## config.mk

```make
export PLATFORM = sky130hd
export DESIGN_NAME = viterbi_codec
export DESIGN_NICKNAME = d
export VERILOG_FILES = /design/src/rtl/viterbi_codec.sv
export SDC_FILE = /design/constraint.sdc
export NUM_CORES = 1
export LEC_CHECK = 0
export CAP_MARGIN = 20
export CORE_UTILIZATION = 55
export CTS_CLUSTER_SIZE = 20
export DETAILED_ROUTE_END_ITERATION = 16
export MAX_ROUTING_LAYER = met4
export PLACE_DENSITY = 0.72
export SLEW_MARGIN = 20
export SYNTH_ARGS = -nofsm -noshare
export SYNTH_HDL_FRONTEND = slang
export SYNTH_SLANG_ARGS = --single-unit
```

## constraint.sdc

```tcl
create_clock -name clk -period 16.15 [get_ports clk]
set_input_delay 4.0375 -clock clk [delete_from_list [all_inputs] [get_ports clk]]
set_output_delay 4.0375 -clock clk [all_outputs]
set_load 0.01 [all_outputs]
```

## src/rtl/viterbi_codec.sv

```systemverilog
// Rate-1/2 K=3 (7,5) convolutional encoder plus hard-decision Viterbi decoder, one symbol per clock, no backpressure.
// Encoder latency 1 clk; decoder lags TB_LEN-1 symbols +1 clk. Define VITERBI_BM_ACC_EN for the dec_bm_acc error estimate.
module viterbi_codec #(
  parameter int TB_LEN = 16,
  parameter int PM_W   = 5
) (
  input  logic        clk,
  input  logic        rst,
  input  logic        enc_enable_i,
  input  logic        enc_d_in,
  output logic        enc_valid_o,
  output logic [1:0]  enc_d_out,
  input  logic        dec_enable,
  input  logic [1:0]  dec_d_in,
  output logic        dec_valid_o,
  output logic        dec_d_out
`ifdef VITERBI_BM_ACC_EN
  ,
  output logic [15:0] dec_bm_acc
`endif
);

  localparam int CW = PM_W + 1;
  localparam int FW = $clog2(TB_LEN + 1);
  localparam logic [PM_W-1:0] PM_INIT   = PM_W'(1) << (PM_W - 1);
  localparam logic [FW-1:0]   FILL_MAX  = FW'(TB_LEN);
  localparam logic [FW-1:0]   FILL_LAST = FW'(TB_LEN - 1);

  function automatic logic [1:0] f_exp(input logic b, input logic s1, input logic s0);
    return {b ^ s1 ^ s0, b ^ s0};
  endfunction

  function automatic logic [1:0] f_bm(input logic [1:0] a, input logic [1:0] b);
    logic [1:0] x;
    x = a ^ b;
    return {1'b0, x[1]} + {1'b0, x[0]};
  endfunction

  logic [1:0] r_enc_st;

  always_ff @(posedge clk) begin
    if (rst) begin
      r_enc_st    <= 2'b00;
      enc_valid_o <= 1'b0;
      enc_d_out   <= 2'b00;
    end else if (enc_enable_i) begin
      enc_d_out   <= f_exp(enc_d_in, r_enc_st[1], r_enc_st[0]);
      r_enc_st    <= {enc_d_in, r_enc_st[1]};
      enc_valid_o <= 1'b1;
    end else begin
      enc_valid_o <= 1'b0;
      enc_d_out   <= 2'b00;
    end
  end

  logic [PM_W-1:0] r_pm   [4];
  logic [3:0]      r_surv [TB_LEN];
  logic [FW-1:0]   r_fill;

  logic [1:0]      w_bm0  [4];
  logic [1:0]      w_bm1  [4];
  logic [CW-1:0]   w_c0   [4];
  logic [CW-1:0]   w_c1   [4];
  logic [CW-1:0]   w_new  [4];
  logic [PM_W-1:0] w_norm [4];
  logic [3:0]      w_dec;
  logic [CW-1:0]   w_min;
  logic [1:0]      w_best;
  logic [1:0]      w_tb_st;
  logic            w_full;

  // Next state n={b,s1}; its predecessors are {n0,0} and {n0,1}, entered with b=n1.
  always_comb begin
    w_dec = 4'b0000;
    for (int n = 0; n < 4; n++) begin
      w_bm0[n]  = f_bm(dec_d_in, f_exp(n[1], n[0], 1'b0));
      w_bm1[n]  = f_bm(dec_d_in, f_exp(n[1], n[0], 1'b1));
      w_c0[n]   = {1'b0, r_pm[{n[0], 1'b0}]} + CW'(w_bm0[n]);
      w_c1[n]   = {1'b0, r_pm[{n[0], 1'b1}]} + CW'(w_bm1[n]);
      w_dec[n]  = (w_c1[n] < w_c0[n]);
      w_new[n]  = w_dec[n] ? w_c1[n] : w_c0[n];
    end
  end

  always_comb begin
    w_min  = w_new[0];
    w_best = 2'd0;
    for (int n = 1; n < 4; n++) begin
      if (w_new[n] < w_min) begin
        w_min  = w_new[n];
        w_best = 2'(n);
      end
    end
    for (int n = 0; n < 4; n++) begin
      w_norm[n] = PM_W'(w_new[n] - w_min);
    end
  end

  // First step uses this symbol's decisions, the rest walk the stored survivors.
  always_comb begin
    w_tb_st = {w_best[0], w_dec[w_best]};
    for (int i = 0; i < TB_LEN - 2; i++) begin
      w_tb_st = {w_tb_st[0], r_surv[i][w_tb_st]};
    end
  end

  assign w_full = (r_fill >= FILL_LAST);

  always_ff @(posedge clk) begin
    if (rst) begin
      for (int i = 0; i < 4; i++) begin
        r_pm[i] <= (i == 0) ? '0 : PM_INIT;
      end
      for (int i = 0; i < TB_LEN; i++) begin
        r_surv[i] <= 4'b0000;
      end
      r_fill      <= '0;
      dec_valid_o <= 1'b0;
      dec_d_out   <= 1'b0;
    end else if (dec_enable) begin
      for (int i = 0; i < 4; i++) begin
        r_pm[i] <= w_norm[i];
      end
      r_surv[0] <= w_dec;
      for (int i = 1; i < TB_LEN; i++) begin
        r_surv[i] <= r_surv[i-1];
      end
      if (r_fill != FILL_MAX) begin
        r_fill <= r_fill + FW'(1);
      end
      dec_valid_o <= w_full;
      if (w_full) begin
        dec_d_out <= w_tb_st[1];
      end
    end else begin
      dec_valid_o <= 1'b0;
    end
  end

`ifdef VITERBI_BM_ACC_EN
  logic [15:0] r_bm_acc;
  logic [1:0]  w_best_bm;
  logic [16:0] w_acc_sum;

  assign w_best_bm = w_dec[w_best] ? w_bm1[w_best] : w_bm0[w_best];
  assign w_acc_sum = {1'b0, r_bm_acc} + 17'(w_best_bm);

  always_ff @(posedge clk) begin
    if (rst) begin
      r_bm_acc <= 16'h0000;
    end else if (dec_enable) begin
      r_bm_acc <= w_acc_sum[16] ? 16'hFFFF : w_acc_sum[15:0];
    end
  end

  assign dec_bm_acc = r_bm_acc;
`endif

endmodule

```

; After elaboration in Yosys (flattened, before gate mapping)
; Memory sizes are Yosys's and may differ from the RTL's.
; Cells that the tools add are included.
[word_totals]
output_inout_bits = 5
ram_bits = 84
input_bits = 7
ff_bits = 12
elab_cells = 144
mem_count = 2
[mem_list]
columns = memory, depth, word_bits, read_ports, rd_clocked_by_memory_dff, wr, line
row1 = r_surv, 16, 4, 15, 0, 16, 57  ; logic [3:0] r_surv [TB_LEN];
row2 = r_pm, 4, 5, 4, 0, 4, 56  ; logic [PM_W-1:0] r_pm [4];
[op_classes]
eq_ne = 1
reduce_logical = 4
magnitude_cmp = 22
add_sub_neg = 17
bitwise = 28
muxes = 64
[op_table]
columns = cell, n
row1 = $mux 4, 16
row2 = $add 5x2->6, 8
row3 = $lt 2x3->1 const B, 14
row4 = $lt 6x6->1, 7
row5 = $mux 6, 6
row6 = $bmux 1 s2, 14
row7 = $mux 5, 5
row8 = $mux 1, 21
row9 = $or 1x1->1, 20
row10 = $sub 5x5->5, 4
row11 = $add 1x1->2, 4
row12 = $add 5x1->5 const B, 1
row13 = $ge 5x4->1 const B, 1
row14 = $ne 5x5->1 const B, 1
row15 = $mux 2, 2
row16 = $not 1->1, 4
row17 = $reduce_and 2->1, 2
row18 = $reduce_or 2->1, 2
row19 = $xor 1x1->1, 3
row20 = $not 2->2, 1

; Logic depth before layout (Yosys ltp)
; Gate-level depths: netlist of run 1.
[depth]
ltp_word = 39
depth_mapped = 57
mapped_depth_nobuf = 56

; Least setup slack after synthesis of run 1
; Ideal clock, no wire load.
[synth_timing]
path_type = input-to-reg
start = input dec_d_in[0]
end = register dec_d_out
t_arrival_ns = 14.404
setup_ns = 0.115
setup_slack_ns = 1.631
t_required_ns = 16.035
cell_stages = 54
n_path_buf = 2
path_cell_list = inv_1 ha_1 ha_1 nor2b_1 o21ai_0 o21ai_0 and2_1 xor2_1 ha_1 nand2_1 o221a_4 o21ai_0 nor2_1 a21oi_1 inv_1 ha_1 a21oi_1 nor2b_1 (+18 left out) mux2i_1 o21ai_0 o22ai_1 a21oi_2 and2_1 buf_6 mux2_4 o211ai_2 a21boi_1 nor2_1 a211oi_2 or3b_1 a31oi_2 mux2i_1 mux2i_1 mux2_2 a211o_1 a31o_1
[synth_via]
elab_chain_cells = 39
elab_cells_between_ends = 58
classes_between = add/sub: 12 / order compare: 7 / mux: 37 / bitwise: 2
[synth_lines]
columns = element, line
row1 = from (decl), 14  ; input logic [1:0] dec_d_in,
row2 = $not 1->1 (no source line) / $not 2->2 (equally long branches), --
row3 = $add 1x1->2, 36  ; return {1'b0, x[1]} + {1'b0, x[0]};
row4 = $add 5x2->6, 79  ; w_c1[n] = {1'b0, r_pm[{n[0], 1'b1}]} + CW'(w_bm1[n]);
row5 = $lt 6x6->1, 80  ; w_dec[n] = (w_c1[n] < w_c0[n]);
row6 = $mux 6, 81  ; w_new[n] = w_dec[n] ? w_c1[n] : w_c0[n];
row7 = $lt 6x6->1, 89  ; if (w_new[n] < w_min) begin
row8 = $mux 6, 89
row9 = $lt 6x6->1, 89
row10 = (+23 left out), --
row11 = $bmux 1 s2, 103  ; w_tb_st = {w_tb_st[0], r_surv[i][w_tb_st]};
row12 = $mux 1 (implied by the code), 103
row13 = $bmux 1 s2, 103
row14 = $mux 1 (implied by the code), 103
row15 = $bmux 1 s2, 103
row16 = $mux 1 (implied by the code), 103
row17 = $bmux 1 s2 (*), 103
row18 = $mux 1 (implied by the code) (*), 103
row19 = to (signal assigned), 133  ; dec_d_out <= w_tb_st[1];
row20 = to (decl), 16  ; output logic dec_d_out
; Every way passes the cells marked *; elsewhere a longest branch is shown, timed or not. The select of a mux whose other input is x is not followed.
; A chain may end at the register's enable or synchronous reset.

; Final worst setup path of run 1
; Same ends and word-level chain as after synthesis.

==> results.sh, run 1 <==
export IMPL_via_per_inst=6.03
export IMPL_relSlewSlack_pct=30.5
export IMPL_outcome="completed"
export IMPL_synth_cells=748
export IMPL_arrival_ps=15530
export IMPL_reg2reg_from="r_pm[1][0]"
export IMPL_max_freq_mhz=65.4
export IMPL_ys_ff_latch=84
export IMPL_die_y_um=117
export IMPL_hp_class="reg -> reg"
export IMPL_antenna_left=0
export IMPL_place_area_um2=7570
export IMPL_finalSetupTns_ps=0
export IMPL_cp_depth=57
export IMPL_wl_per_cell_um=18.8
export IMPL_drt_wl_total_um=17900
export IMPL_drc=0
export IMPL_fin_area_um2=8070
export IMPL_synth_adder_area_share_pct=13.4
export IMPL_crit_top_cell="ha_1"
export IMPL_die_width_um=117
export IMPL_syn_avg_cell_area_um2=9.67
export IMPL_synth_top_family_by_area="compound AO/OA/AOI/OAI gates"
export IMPL_yosysSeqAreaShare_pct=33.2
export IMPL_synth_simple_area_share_pct=18.3
export IMPL_die_area_um2=13600
export IMPL_crit_required_ps=16400
export IMPL_cts_root_buf="clkbuf_16"
export IMPL_end_kind="register"
export IMPL_gp_congestion=0.956
export IMPL_first_pass_iters=5
export IMPL_ys_top_cells_by_area="edfxtp_1 (30%), ha_1 (12%), mux2i_1 (3.9%)"
export IMPL_grt_pass1_wl_um=28500
export IMPL_hold_viol=0
export IMPL_cap_violations=0
export IMPL_synth_edf_count=72
export IMPL_clkLatencyLatePin_ps=350
export IMPL_r2r_end="dec_d_out"
export IMPL_cts_max_level=3
export IMPL_finalSetupViolations=0
export IMPL_layout_nets=856
export IMPL_yosysUniqueCellTypes=87
export IMPL_fin_worst_skew_ps=11.1
export IMPL_io_buffers=11
export IMPL_path_clk_slew_ps=60
export IMPL_fp_coreArea_um2=12700
export IMPL_grt_use_total_pct=28.6
export IMPL_fin_crit_sh_pct=94.6
export IMPL_synthMuxAreaShare_pct=6.30
export IMPL_crit_start="dec_d_in[0]"
export IMPL_cp_max_fo=7
export IMPL_r2r_cells=54
export IMPL_postCtsHoldBufs=0
export IMPL_area_delta_synth_final_pct=11.6
export IMPL_yosysMostFrequentCell="edfxtp_1"
export IMPL_yosysWarningCount=0
export IMPL_critPathKind="in -> reg"
export IMPL_globalRoute_totalOverflow=0
export IMPL_synth_top_cell_by_area="edfxtp_1"
export IMPL_crit_path_max_incr_delay_ps=370
export IMPL_vias=5739
export IMPL_start_util_pct=56.8
export IMPL_place_inst=926
export IMPL_synthFlopType="edfxtp_1"
export IMPL_instances_no_fill=952
export IMPL_synth_top_area_share_pct=29.9
export IMPL_dp_hpwl_um=13400
export IMPL_syn_num_nets=830
export IMPL_cts_num_sinks=84
export IMPL_numCtsBuffers=9
export IMPL_synth_xor_area_share_pct=5.93
export IMPL_critical_path_startpoint_type="input port"
export IMPL_max_clock_path_buffers=2
export IMPL_fin_crit_ps=15280
export IMPL_num_rows=41
export IMPL_antenna_found_initial=1
export IMPL_critPathCapture="dec_d_out"
export IMPL_slew_violations=0
export IMPL_synth_compound_area_share_pct=19.3
export IMPL_synth_commonest_cells="edfxtp_1 (72), ha_1 (71), nor2_1 (63)"
export IMPL_path_buf_inv=5
export IMPL_grt_max_degree=73
export IMPL_drive_gt1_share_pct=13.6
export IMPL_reg2reg_setup_slack_ps=4840
export IMPL_critPathTopFamily="compound AO/OA/AOI/OAI gates"
export IMPL_synthArstFlopShare_pct=0
export IMPL_drt_initial_drc_count=577
export IMPL_rsz0062_at_grt="false"
export IMPL_tightestPinTransition_ps=1040
export IMPL_num_io_pins=12
export IMPL_finish_utilization_pct=63.5
export IMPL_cts_tree="built"
export IMPL_critPathSlowestCell="mux2i_2"
export IMPL_synth_cell_area_um2=7230
export IMPL_grt_pass1_vias=5677
layer usage:
layer | global-route usage (%) | vias up | part of all wire, %
li1 | - | 2787 | -
met1 | 35.8 | 2769 | 45
met2 | 47.2 | 152 | 48
met3 | 5.76 | 31 | 6.1
met4 | 7.68 | 0 | 1.7
met5 | - | - | 0
cells in the final DEF, fill, tap and decap left out, types with 9 or more instances in the layout:
cell,n
xnor2_1,21
xor2_1,27
a21o_1,21
o21ai_1,10
nor2_1,61
nor2b_1,24
and3_1,11
a21oi_1,37
and2_1,41
mux2i_1,25
inv_1,40
nand3_1,22
clkbuf_16,11
nand2_1,39
ha_1,71
o21a_1,11
buf_4,24
o21ai_0,29
clkdlybuf4s50_1,9
edfxtp_1,72
dfxtp_1,12
final cells by class:
cell class	instances	area [µm²]
diodes	1	2.50
well taps	172	215
clock buffers	13	283
multi-input cells	603	4700
clock inverters	3	26.3
inverters	41	154
flip-flops and latches	84	2400
repair buffers	35	295
fillers	1083	4650
per-stage QoR:
stage / hold WS (ps) / setup WS, ps
2_1_floorplan: 482 / 1630
3_3_place_gp: 501 / -252
3_5_place_dp: 519 / -730
4_1_cts: 532 / 51.4
5_1_grt: 543 / 193
6_report: 528 / 866
worst register-to-register path, delay by kind of cell (launching register included):
family,cells,cell delay [ps]
compound gates,24,4810
fa+ha+maj,5,1400
xor+xnor,1,160
buf+inv,3,320
mux,6,1740
simple gates,15,2410
flops,1,380
worst min-delay path by stage:
stage           startpoint           to  slack, ps  depth (start not counted)
2_1_floorplan  r_enc_st[0]  r_enc_st[0]        480                          2
3_3_place_gp   r_enc_st[0]  r_enc_st[0]        500                          2
3_5_place_dp   r_enc_st[0]  r_enc_st[0]        520                          2
4_1_cts          r_fill[4]    r_fill[4]        530                          2
5_1_grt          r_fill[4]    r_fill[4]        540                          2
6_report       r_enc_st[0]  r_enc_st[0]        530                          2
flip-flops by register name (all words and copies together) (netlist names):
register / flops
r_surv: 52
dec_d_out: 1
r_pm: 20
r_enc_st: 2
enc_valid_o: 1
r_fill: 5
dec_valid_o: 1
enc_d_out: 2
cells by family (layout without fill, tap and decap cells):
logic type	after synthesis	count (layout)
AOI/OAI and AO/OA	189	189
xor gates and xnor gates	49	49
adders and majority gates	75	75
buffers and inverters	61	92
DFF	84	84
muxes	42	42
other	0	1
and+or+nand+nor	248	248
what timing repair did:
item / CTS / global route
resized for setup: 3 / 30
endpoints found under the setup margin: 1 / 1
gates cloned: 0 / 0
pin swaps: 0 / 6
buffers inserted: 0 / 9
Power of run 1 is not shown: default switching activity piles up to over one toggle a cycle in this logic, so the estimate is an artifact.
==> run 2, diff against run 1 <==
- CAP_MARGIN: 20 -> not set
==> results of run 2 <==
The final DEF is identical to that of run 1; final timing and power are the same.
Power of run 2 is left out for the same reason.
